## config.mk

```make
export PLATFORM = sky130hd
export DESIGN_NAME = ascii_dec_parser
export DESIGN_NICKNAME = d
export VERILOG_FILES = /design/src/rtl/ascii_dec_parser.sv
export SDC_FILE = /design/constraint.sdc
export NUM_CORES = 1
export LEC_CHECK = 0
export CAP_MARGIN = 20
export CORE_MARGIN = 2
export CORE_UTILIZATION = 56
export DETAILED_ROUTE_END_ITERATION = 10
export PLACE_DENSITY = 0.91
export SYNTH_ARGS = -nofsm -noshare
export SYNTH_HDL_FRONTEND = slang
export SYNTH_SLANG_ARGS = --single-unit
```

## constraint.sdc

```tcl
create_clock -name clk -period 4.9 [get_ports clk]
set_input_delay 0.49 -clock clk [delete_from_list [all_inputs] [get_ports clk]]
set_output_delay 0.49 -clock clk [all_outputs]
set_load 0.1 [all_outputs]
```

## src/rtl/ascii_dec_parser.sv

```systemverilog
// Purpose : streaming ASCII-decimal to binary parser, one result per digit run.
// Latency : result registered at the edge that accepts the terminating delimiter.
// Backpressure: in_ready drops while a result is pending; the result holds until out_ready.
//
// Ports:
//   clk, rst_n                     clock, synchronous active-low reset
//   in_valid/in_ready/in_data      ASCII character input handshake
//   out_valid/out_ready            result handshake
//   out_value[W-1:0]               parsed value, saturated to all ones on overflow
//   out_ndig[3:0]                  digits in the run, saturating at 15
//   out_ovf                        value exceeded 2^W-1 at some point in the run

// Character classifier: digit value 0..9 for '0'..'9', 15 for anything else.
module text2nibble (
  input  logic [7:0] ch,
  output logic [3:0] nib
);
  always_comb begin
    nib = 4'hF;
    if (ch >= 8'h30 && ch <= 8'h39) nib = ch[3:0];
  end
endmodule

module ascii_dec_parser #(
  parameter int W = 16
) (
  input  logic         clk,
  input  logic         rst_n,
  input  logic         in_valid,
  input  logic [7:0]   in_data,
  output logic         in_ready,
  output logic         out_valid,
  input  logic         out_ready,
  output logic [W-1:0] out_value,
  output logic [3:0]   out_ndig,
  output logic         out_ovf
);

  typedef enum logic [1:0] {IDLE, ACCUM, DONE} state_t;

  state_t       state;
  logic [W-1:0] acc;
  logic [3:0]   ndig;
  logic         ovf;

  logic [3:0]   nib;
  logic         digit;
  logic         accept;
  logic [W+3:0] acc_ext;
  logic [W+3:0] next_val;
  logic         next_ovf;
  logic [3:0]   ndig_inc;
  logic [W-1:0] nib_w;

  text2nibble u_t2n (
    .ch  (in_data),
    .nib (nib)
  );

  assign digit  = (nib != 4'hF);
  // Pure state decode: no path from in_valid, low while reset is held.
  assign in_ready = rst_n && (state != DONE);
  assign accept   = in_valid && in_ready;

  // acc*10 + nib fits in W+4 bits since 10*(2^W-1)+9 < 2^(W+4).
  assign acc_ext  = {4'b0000, acc};
  assign next_val = (acc_ext << 3) + (acc_ext << 1) + {{W{1'b0}}, nib};
  // Once a run overflows it stays saturated regardless of later digits.
  assign next_ovf = ovf || (|next_val[W+3:W]);
  assign ndig_inc = (ndig == 4'hF) ? 4'hF : ndig + 4'd1;
  assign nib_w    = W'(nib);

  always_ff @(posedge clk) begin
    if (!rst_n) begin
      state     <= IDLE;
      acc       <= '0;
      ndig      <= '0;
      ovf       <= 1'b0;
      out_valid <= 1'b0;
      out_value <= '0;
      out_ndig  <= '0;
      out_ovf   <= 1'b0;
    end else begin
      case (state)
        IDLE: begin
          // Non-digits here are leading delimiters/whitespace: dropped.
          if (accept && digit) begin
            acc   <= nib_w;
            ndig  <= 4'd1;
            ovf   <= 1'b0;
            state <= ACCUM;
          end
        end
        ACCUM: begin
          if (accept) begin
            if (digit) begin
              if (next_ovf) begin
                acc <= '1;
                ovf <= 1'b1;
              end else begin
                acc <= next_val[W-1:0];
              end
              ndig <= ndig_inc;
            end else begin
              // Delimiter is consumed, not forwarded.
              out_value <= acc;
              out_ndig  <= ndig;
              out_ovf   <= ovf;
              out_valid <= 1'b1;
              state     <= DONE;
            end
          end
        end
        DONE: begin
          if (out_ready) begin
            out_valid <= 1'b0;
            acc       <= '0;
            ndig      <= '0;
            ovf       <= 1'b0;
            state     <= IDLE;
          end
        end
        default: state <= IDLE;
      endcase
    end
  end

endmodule

```

# Yosys cells after proc, flatten, opt, wreduce, memory -nomap -nowiden
# Index checks and enable logic that the tools add are counted.
dict set report totals {
  regBits 45
  latch_bits 0
  mem_bits_rw 0
  rom_bits 0
  in_bits 12
  word_cells 66
  mem_count 0
}
dict set report op_classes {
  n_addsub 3
  n_mul 0
  div 0
  n_lt_le_gt_ge 2
  eq_ne 11
  shifts 0
  n_mux 27
  bitwise 1
  reduce_logical 14
}
# op count
set op_table {}
lappend op_table {{$mux 16} 5}
lappend op_table {{$pmux 16 s3} 1}
lappend op_table {{$mux 4} 6}
lappend op_table {{$add 19x17->20} 1}
lappend op_table {{$add 20x4->20} 1}
lappend op_table {{$ne 2x2->1 const B} 7}
lappend op_table {{$pmux 4 s3} 1}
lappend op_table {{$ge 8x6->1 const B} 1}
lappend op_table {{$le 8x6->1 const B} 1}
lappend op_table {{$mux 2} 4}
lappend op_table {{$reduce_and 4->1} 2}
lappend op_table {{$mux 1} 7}
lappend op_table {{$pmux 2 s3} 1}
lappend op_table {{$reduce_and 6->1} 1}
lappend op_table {{$reduce_and 5->1} 1}
lappend op_table {{$add 4x1->4 const B} 1}
lappend op_table {{$eq 4x4->1 const B} 1}
lappend op_table {{$logic_and 1x1->1} 4}
lappend op_table {{$ne 4x4->1 const B} 1}
lappend op_table {{$reduce_or 4->1} 1}
lappend op_table {{$pmux 1 s3} 1}
lappend op_table {{$reduce_and 3->1} 1}
lappend op_table {{$reduce_bool 3->1} 1}
lappend op_table {{$eq 2x1->1 const B} 1}
lappend op_table {{other kinds (6)} 6}

# Logic depth before layout (Yosys ltp)
# Gate-level depths: netlist of run 1.
dict set report logic_depth {
  word_depth 10
  mapped_depth 15
}

# By module
# From an unflattened synthesis of run 1, not the netlist that was laid out.
dict set report hier_totals {
  hier_cells 384
  area_unflattened_um2 3109.2
}
# module n_inst cells_per_inst area_each_um2
set by_module_without_submodules {}
lappend by_module_without_submodules {ascii_dec_parser 1 376 3060.4}
lappend by_module_without_submodules {text2nibble 1 8 48.8}

# Worst setup path after synthesis of run 1
# OpenSTA, ideal clock, no wires.
dict set report synth_path {
  path_kind {input-to-reg}
  from {input in_data[6]}
  to {register acc[11]}
  setup_time_ns 0.120
  t_arrival_ns 3.575
  required_ns 4.780
  path_slack_ns 1.206
  path_stages 14
  n_path_buf 0
  cell_sequence {nor2_1 -> nand4_1 -> or2_2 -> ha_1 -> ha_1 -> inv_1 -> fa_1 -> nand2b_1 -> a21o_1 -> and3_4 -> o31a_1 -> o31ai_4 -> a31oi_4 -> a211o_1}
}
dict set report synth_via {
  elab_chain_cells 10
}
# element line
set synth_lines {}
lappend synth_lines {{from (decl)} 30} ;# input logic [7:0] in_data,
lappend synth_lines {{$ge 8x6->1 / $le 8x6->1 (equally long branches)} 20} ;# if (ch >= 8'h30 && ch <= 8'h39) nib = ch[3:0];
lappend synth_lines {{$logic_and 1x1->1 *} 20}
lappend synth_lines {{$mux 4 *} 20}
lappend synth_lines {{$add 20x4->20} 67} ;# assign next_val = (acc_ext << 3) + (acc_ext << 1) + {{W{1'b0}}, nib};
lappend synth_lines {{$reduce_or 4->1} 69} ;# assign next_ovf = ovf || (|next_val[W+3:W]);
lappend synth_lines {{$logic_or 1x1->1} 69}
lappend synth_lines {{$mux 16} 97} ;# if (next_ovf) begin
lappend synth_lines {{$mux 16} 96} ;# if (digit) begin
lappend synth_lines {{$mux 16} 95} ;# if (accept) begin
lappend synth_lines {{$pmux 16 s3} 84} ;# case (state)
lappend synth_lines {{to (signal assigned)} 88} ;# acc <= nib_w;
lappend synth_lines {{to (signal assigned)} 101} ;# acc <= next_val[W-1:0];
lappend synth_lines {{to (decl)} 42} ;# logic [W-1:0] acc;
# Every way passes the cells marked *; elsewhere a longest branch is shown, timed or not. The select of a mux whose other input is x is not followed.
# A chain may end at the register's enable or synchronous reset.

# Worst setup path in the final report of run 1
dict set report layout_path {
  from {input in_data[1]}
  to {register acc[6]}
}
dict set report layout_via {
  elab_chain_cells 10
}
# element line
set layout_lines {}
lappend layout_lines {{$ge 8x6->1 / $le 8x6->1 (equally long branches)} 20}
lappend layout_lines {{$logic_and 1x1->1} 20}
lappend layout_lines {{$mux 4 *} 20}
lappend layout_lines {{$add 20x4->20} 67}
lappend layout_lines {{$reduce_or 4->1} 69}
lappend layout_lines {{$logic_or 1x1->1} 69}
lappend layout_lines {{$mux 16} 97}
lappend layout_lines {{$mux 16} 96}
lappend layout_lines {{$mux 16} 95}
lappend layout_lines {{$pmux 16 s3} 84}
# Marked as above.

==> results.md, run 1 <==
* Row count at 26
* Worst path required time at 5090 ps
* Most frequent cells in the layout: nand2_1 (61), a21oi_1 (45), dfxtp_1 (45)
* Max incr delay on CP at 420 ps
* PortBufs at 34
* # DRC at 0
* Number of synthesized register bits at 45
* Die Width at 77.3 um
* Remaining global-route overflow at 0
* VDD IR-drop max at 0.196 mV
* Hold path cells at 2
* Area grow syn2layout at 16.0%
* Initial DRT Pass Iterations at 5
* Hold WC Path Type: flop to flop
* Layout net count at 438
* Leakage at 0.00143 uW
* Max frequency at 0.238 GHz
* Initial Util at 58.5%
* Synth Warn # at 0
* ANT nets after route at 0
* Fin. max-slew vios at 0
* Ordered list of cells on the worst path: clkdlybuf4s50_1 > o21ai_1 > nand4_1 > or2_2 > ha_1 > ha_1 > inv_1 > fa_1 > nand2b_1 > a21o_1 > and3_4 > o31a_1 > o31ai_4 > a31oi_4 > a211o_1
* Worst reg2reg path depth at 10
* Worst reg2reg setup slack at 1560 ps
* Clk pin slew, worst setup/hold paths at 80 ps
* Worst path buffer plus inverter count at 2
* First-pass GRT wire length at 12700 um
* CP arrival at 4390 ps
* Initial antenna violation count at 0
* Status: complete, no violations
* Crit path top cell by count: ha_1
* CP max FO at 10
* Synth Flop Type: dfxtp_1
* Vias per std cell at 6.18
* Post-CTS Hold Fix Bufs at 0
* Worst Max-Slew Pin Slew at 983 ps
* Syn_nets at 412
* # setup viols final at 0
* Maxcap violations at 0
* Height of the die at 77.3 um
* Setup crit start kind: input port
* Fillers at 443
* HPWL after DPL at 5570 um
* Die area at 5970 sq um
* Slew margin rel. at 34.3%
* Diode count at 0
* Worst r2r dst: acc[6]
* Post-synth EDFFs at 0
* Layout cell share with drive strength beyond 1 at 5.38%
* Syn_area_per_cell at 8.28 sq um
* Final Critical Period at 4200 ps
* Kind of critical path: input port to flop
* Power per cell area at 255 nW/um^2
* Pin count of the biggest net entering global routing at 33
* Critical Path Slowest Stage Cell: clkdlybuf4s50_1
* CTS sink cnt at 45
* Post-CTS Setup Inserts at 0
* CTS Buf Count at 5
* Setup TNS at 0 ps
* DR vias at 2841
* Total routed wirelength at 7510 um
* CP top delay family: compound AO/OA/AOI/OAI gates
* Clock Latency Late Sink at 300 ps
* WHS Endpoint: out_value[6]
* Synth unique cells at 55
* Fin crit share at 85.6%
* Cts repair resizes at 0
* Routability Congestion at 0.970
* CTS tree: yes
* Post-synth ARST share at 0%
* Clk root buf: clkbuf_8
* Clock skew at 6.00 ps
* Num ports at 35
* Sequential share of the synthesized area at 30.0%
* Vias in the first global route at 2768
* Bufs on Longest Clock Path at 2
* Number of H-tree levels at 2
* DR WL/cell at 16.3 um
* Post-DP Area at 3370 sq um
* Multi-input logic area at 2000 sq um
* Hold wc startpoint: out_value[6]
* Total GRT Usage at 26.1%
* Fin. Hold Viols at 0
* Post-Synthesis Cell Area at 3010 sq um
* Reg2reg start: acc[0]
* Reg area at 901 sq um
* Post-synthesis instance total at 363
* Number of DRC markers in iteration 0 at 220
* Commonest non-fill, non-tap cell in the layout: nand2_1
* Finished Cell Area at 3490 sq um
* Crit end category: flop
* Core area at 5140 sq um
* Unrepaired setup endpoints after global routing: false
flip-flops by register name, summed over array words and instances, names as in the netlist:
| name | flops |
|---|---|
| state | 2 |
| out_value | 16 |
| out_ndig | 4 |
| ndig | 4 |
| out_ovf | 1 |
| ovf | 1 |
| acc | 16 |
| out_valid | 1 |
tightest hold or removal path, stage by stage (launching register included):
cell and delay (ps):
dfxtp_1 310, nand2_1 50, a21oi_1 50
per-layer routing:
layer / part of all wire (%) / track usage, % / wire (um) / vias to the layer above
li1: - / - / - / 1371
met1: 43 / 32.0 / 3200 / 1333
met2: 49 / 46.3 / 3680 / 125
met3: 7.3 / 5.41 / 546 / 12
met4: 1.1 / 6.96 / 85 / 0
met5: 0 / 0 / 0 / -
synth_stat cells, types with 2 or more instances:
| master | n | area (sq um) |
|---|---|---|
| a211o_1 | 3 | 26.3 |
| a211oi_1 | 2 | 15.0 |
| a21boi_0 | 3 | 22.5 |
| a21o_1 | 8 | 60.1 |
| a21oi_1 | 45 | 225 |
| a221o_1 | 8 | 80.1 |
| a31oi_1 | 6 | 37.5 |
| and2_1 | 2 | 12.5 |
| and3_1 | 2 | 12.5 |
| buf_2 | 2 | 10.0 |
| clkbuf_1 | 11 | 41.3 |
| dfxtp_1 | 45 | 901 |
| fa_1 | 2 | 40.0 |
| ha_1 | 35 | 438 |
| inv_1 | 10 | 37.5 |
| mux2i_1 | 3 | 30.0 |
| nand2_1 | 61 | 229 |
| nand2b_1 | 5 | 31.3 |
| nand3_1 | 14 | 70.1 |
| nand3b_1 | 2 | 15.0 |
| nand4_1 | 4 | 25.0 |
| nor2_1 | 24 | 90.1 |
| nor2b_1 | 3 | 18.8 |
| o211ai_1 | 5 | 37.5 |
| o21a_1 | 3 | 22.5 |
| o21ai_0 | 7 | 35.0 |
| o21ai_1 | 3 | 15.0 |
| o31ai_1 | 4 | 30.0 |
| o32ai_1 | 3 | 26.3 |
| or2_2 | 4 | 25.0 |
| xnor2_1 | 7 | 61.3 |
| xor2_1 | 4 | 35.0 |
cells by family after synthesis:
family                   count (synthesis)  share of synthesized area (%)
adder cells (fa/ha/maj)                 37                           15.9
AND/OR/NAND/NOR                        126                           19.0
XOR/XNOR                                11                           3.21
buffers and inverters                   26                           3.62
multiplexers                             3                          0.999
flip-flops                              45                           30.0
AO/OA/AOI/OAI                          115                           27.3
area by class of cell:
cell class / count / share of cell area, %
clock buffer: 7 / 2.48
multi-input combinational: 292 / 57.3
sequential: 45 / 25.8
timing repair buffer: 35 / 9.98
inverter: 10 / 1.08
clock inverter: 1 / 0.861
tap: 70 / 2.51
worst max-delay path by stage:
stage	slack (ps)	to	from	cells after the start
final	700	acc[6]	in_data[1]	15
after global routing	430	acc[6]	in_data[1]	15
after detailed placement	420	acc[12]	in_data[1]	15
after floorplan	1210	acc[11]	in_data[6]	14
after CTS	730	acc[6]	in_data[1]	15
after global placement	530	acc[11]	in_data[1]	15
per-stage QoR:
stage,total power [uW],instances,worst slack (ps),hold WS [ps],util (%)
after floorplan,548,363,1210,445,-
after global placement,593,452,533,440,65.6
after detailed placement,601,452,423,448,65.6
after CTS,883,460,735,459,67.8
after global routing,926,460,427,486,67.8
final,888,460,704,458,67.8
power breakdown:
part | internal (uW) | total [uW] | switching (uW)
Clock | 166 | 290 | 124
Sequential | 375 | 382 | 7.22
Combinational | 65.7 | 215 | 150
Total | 607 | 888 | 281
Power figures use the tool's default switching activity.
==> run 2, diff against run 1 <==
--- a/config.mk
+++ b/config.mk
@@ -8,7 +8,9 @@
 export CAP_MARGIN = 20
 export CORE_MARGIN = 2
 export CORE_UTILIZATION = 56
+export CTS_CLUSTER_SIZE = 14
 export DETAILED_ROUTE_END_ITERATION = 10
+export GPL_TIMING_DRIVEN = 0
 export PLACE_DENSITY = 0.91
 export SYNTH_ARGS = -nofsm -noshare
 export SYNTH_HDL_FRONTEND = slang
==> results.md, run 2 (synthesized netlist as in run 1, its figures left out) <==
* Bufs on Longest Clock Path at 2 (unchanged)
* Setup TNS at 0 ps (unchanged)
* Fillers at 429 (-3.2%)
* Layout cell share with drive strength beyond 1 at 6.17% (+0.79 points)
* Pin count of the biggest net entering global routing at 15 (-55%)
* Number of H-tree levels at 2 (unchanged)
* Vias in the first global route at 2858 (+3.3%)
* Clock skew at 6.22 ps (+0.222 ps)
* Initial DRT Pass Iterations at 5 (unchanged)
* Post-CTS Setup Inserts at 0 (unchanged)
* Final Critical Period at 4320 ps (+126 ps)
* Sequential Power Share at 42.4% (-0.7 points)
* Slew margin rel. at 33.2% (-1.1 points)
* Total GRT Usage at 27.4% (+1.3 points)
* DR WL/cell at 16.6 um (+1.7%)
* Hold WC Path Type: flop to flop
* Kind of critical path: input port to flop
* Clock power frac at 33.3% (+0.6 points)
* Max frequency at 0.231 GHz (-2.9%)
* Post-DP Area at 3430 sq um (+1.9%)
* Crit end category: flop
* Setup crit start kind: input port
* CP max FO at 10 (unchanged)
* Fin. Hold Viols at 0 (unchanged)
* Post-CTS Hold Fix Bufs at 0 (unchanged)
* Row count at 26 (unchanged)
* Worst Max-Slew Pin Slew at 999 ps (+16.2 ps)
* Worst path required time at 5100 ps (about the same)
* CTS tree: yes
* Fin crit share at 88.2% (+2.6 points)
* Clk pin slew, worst setup/hold paths at 90 ps (about the same)
* Number of DRC markers in iteration 0 at 232 (+5.5%)
* Switch share at 32.6% (+0.99 points)
* Initial Util at 58.5% (unchanged)
* Diode count at 0 (unchanged)
* Routability Congestion at 0.940 (-3.1%)
* Power Total at 902 uW (+1.6%)
* Num ports at 35 (unchanged)
* Switching pwr at 294 uW (+4.8%)
* DR vias at 2961 (+4.2%)
* ANT nets after route at 0 (unchanged)
* Int Pwr at 608 uW (+0.13%)
* Total routed wirelength at 7890 um (+5.0%)
* Area grow syn2layout at 18.2%
* Fin. max-slew vios at 0 (unchanged)
* Die area at 5970 sq um (unchanged)
* Top Registers: acc (16), out_value (16)
* Height of the die at 77.3 um (unchanged)
* First-pass GRT wire length at 13300 um (+4.1%)
* # DRC at 0 (unchanged)
* Power per cell area at 254 nW/um^2 (-0.33%)
* VDD IR-drop max at 0.196 mV (-0.22%)
* Commonest non-fill, non-tap cell in the layout: nand2_1
* CTS Buf Count at 5 (unchanged)
* Status: complete, no violations
* Clock Latency Late Sink at 310 ps (about the same)
* CTS sink cnt at 45 (unchanged)
* # setup viols final at 0 (unchanged)
* Core area at 5140 sq um (unchanged)
* CP arrival at 4520 ps (+130 ps)
* Comb pwr share at 24.2% (about the same)
* Die Width at 77.3 um (unchanged)
* Layout net count at 453 (+3.4%)
* PortBufs at 34 (unchanged)
* Unrepaired setup endpoints after global routing: false
* Clk root buf: clkbuf_8
* Vias per std cell at 6.23 (+0.93%)
* Cts repair resizes at 0 (unchanged)
* Initial antenna violation count at 0 (unchanged)
* Most frequent cells in the layout: nand2_1 (61), a21oi_1 (45), dfxtp_1 (45)
* Finished Cell Area at 3550 sq um (+1.9%)
* Remaining global-route overflow at 0 (unchanged)
* Leakage at 0.00146 uW (+2.0%)
* Maxcap violations at 0 (unchanged)
* HPWL after DPL at 5890 um (+5.8%)
## run 2: cell count changes in the layout (fill, tap and decap cells not counted), sizes merged
| cell | change |
|---|---|
| clkinvlp | +1 |
| buf | +3 |
| clkbuf | +11 |
## run 2: power by group through the flow
stage          Clock, uW  Sequential [uW]  Combinational [uW]
2_1_floorplan          0              415                 133
3_3_place_gp           0              390                 207
3_5_place_dp           0              391                 213
4_1_cts              300              383                 215
5_1_grt              315              384                 240
6_report             301              383                 219
## run 2: layout make-up
cell class	instances	area, sq um	share of cell area, %
multi-input combinational	292	2000	56.2
clock inverter	2	37.5	1.06
buffer	16	71.3	2.01
tap	70	87.6	2.46
inverter	10	37.5	1.06
sequential	45	901	25.4
timing repair buffer	34	340	9.58
clock buffer	6	82.6	2.32
## run 2: final timing paths
kind / depth (start not counted) / slack (ps) / to / start
hold / removal: 2 / 460 / out_ndig[0] / out_ndig[0]
setup reg to reg: 10 / 1510 / acc[10] / acc[0]
setup / recovery: 15 / 580 / acc[10] / in_data[1]
hold reg to reg: 2 / 460 / out_ndig[0] / out_ndig[0]
## run 2: stage by stage
stage / util [%] / cells / hold WS, ps / setup WS (ps)
6_report: 69.1 / 475 / 458 / 578
5_1_grt: 69.1 / 475 / 484 / 380
4_1_cts: 69.1 / 475 / 458 / 588
3_5_place_dp: 66.8 / 467 / 446 / 281
3_3_place_gp: 66.8 / 467 / 441 / 426
2_1_floorplan: - / 363 / 445 / 1210
## run 2: routing by layer
layer	vias to the layer above	global-route usage [%]	wire length, um
met5	-	0	0
met4	0	10.4	195
met3	25	6.35	596
met2	143	48.3	3820
met1	1386	32.3	3280
li1	1407	-	-
## run 2: critical path, cell delays in order
cell             delay [ps]
clkdlybuf4s50_1         420
o21ai_1                 140
nand4_1                 320
or2_2                   430
ha_1                    300
ha_1                    180
inv_1                    60
fa_1                    390
nand2b_1                180
a21o_1                  210
and3_4                  190
o31a_1                  320
o31ai_4                 340
a31oi_4                 230
a221o_1                 320
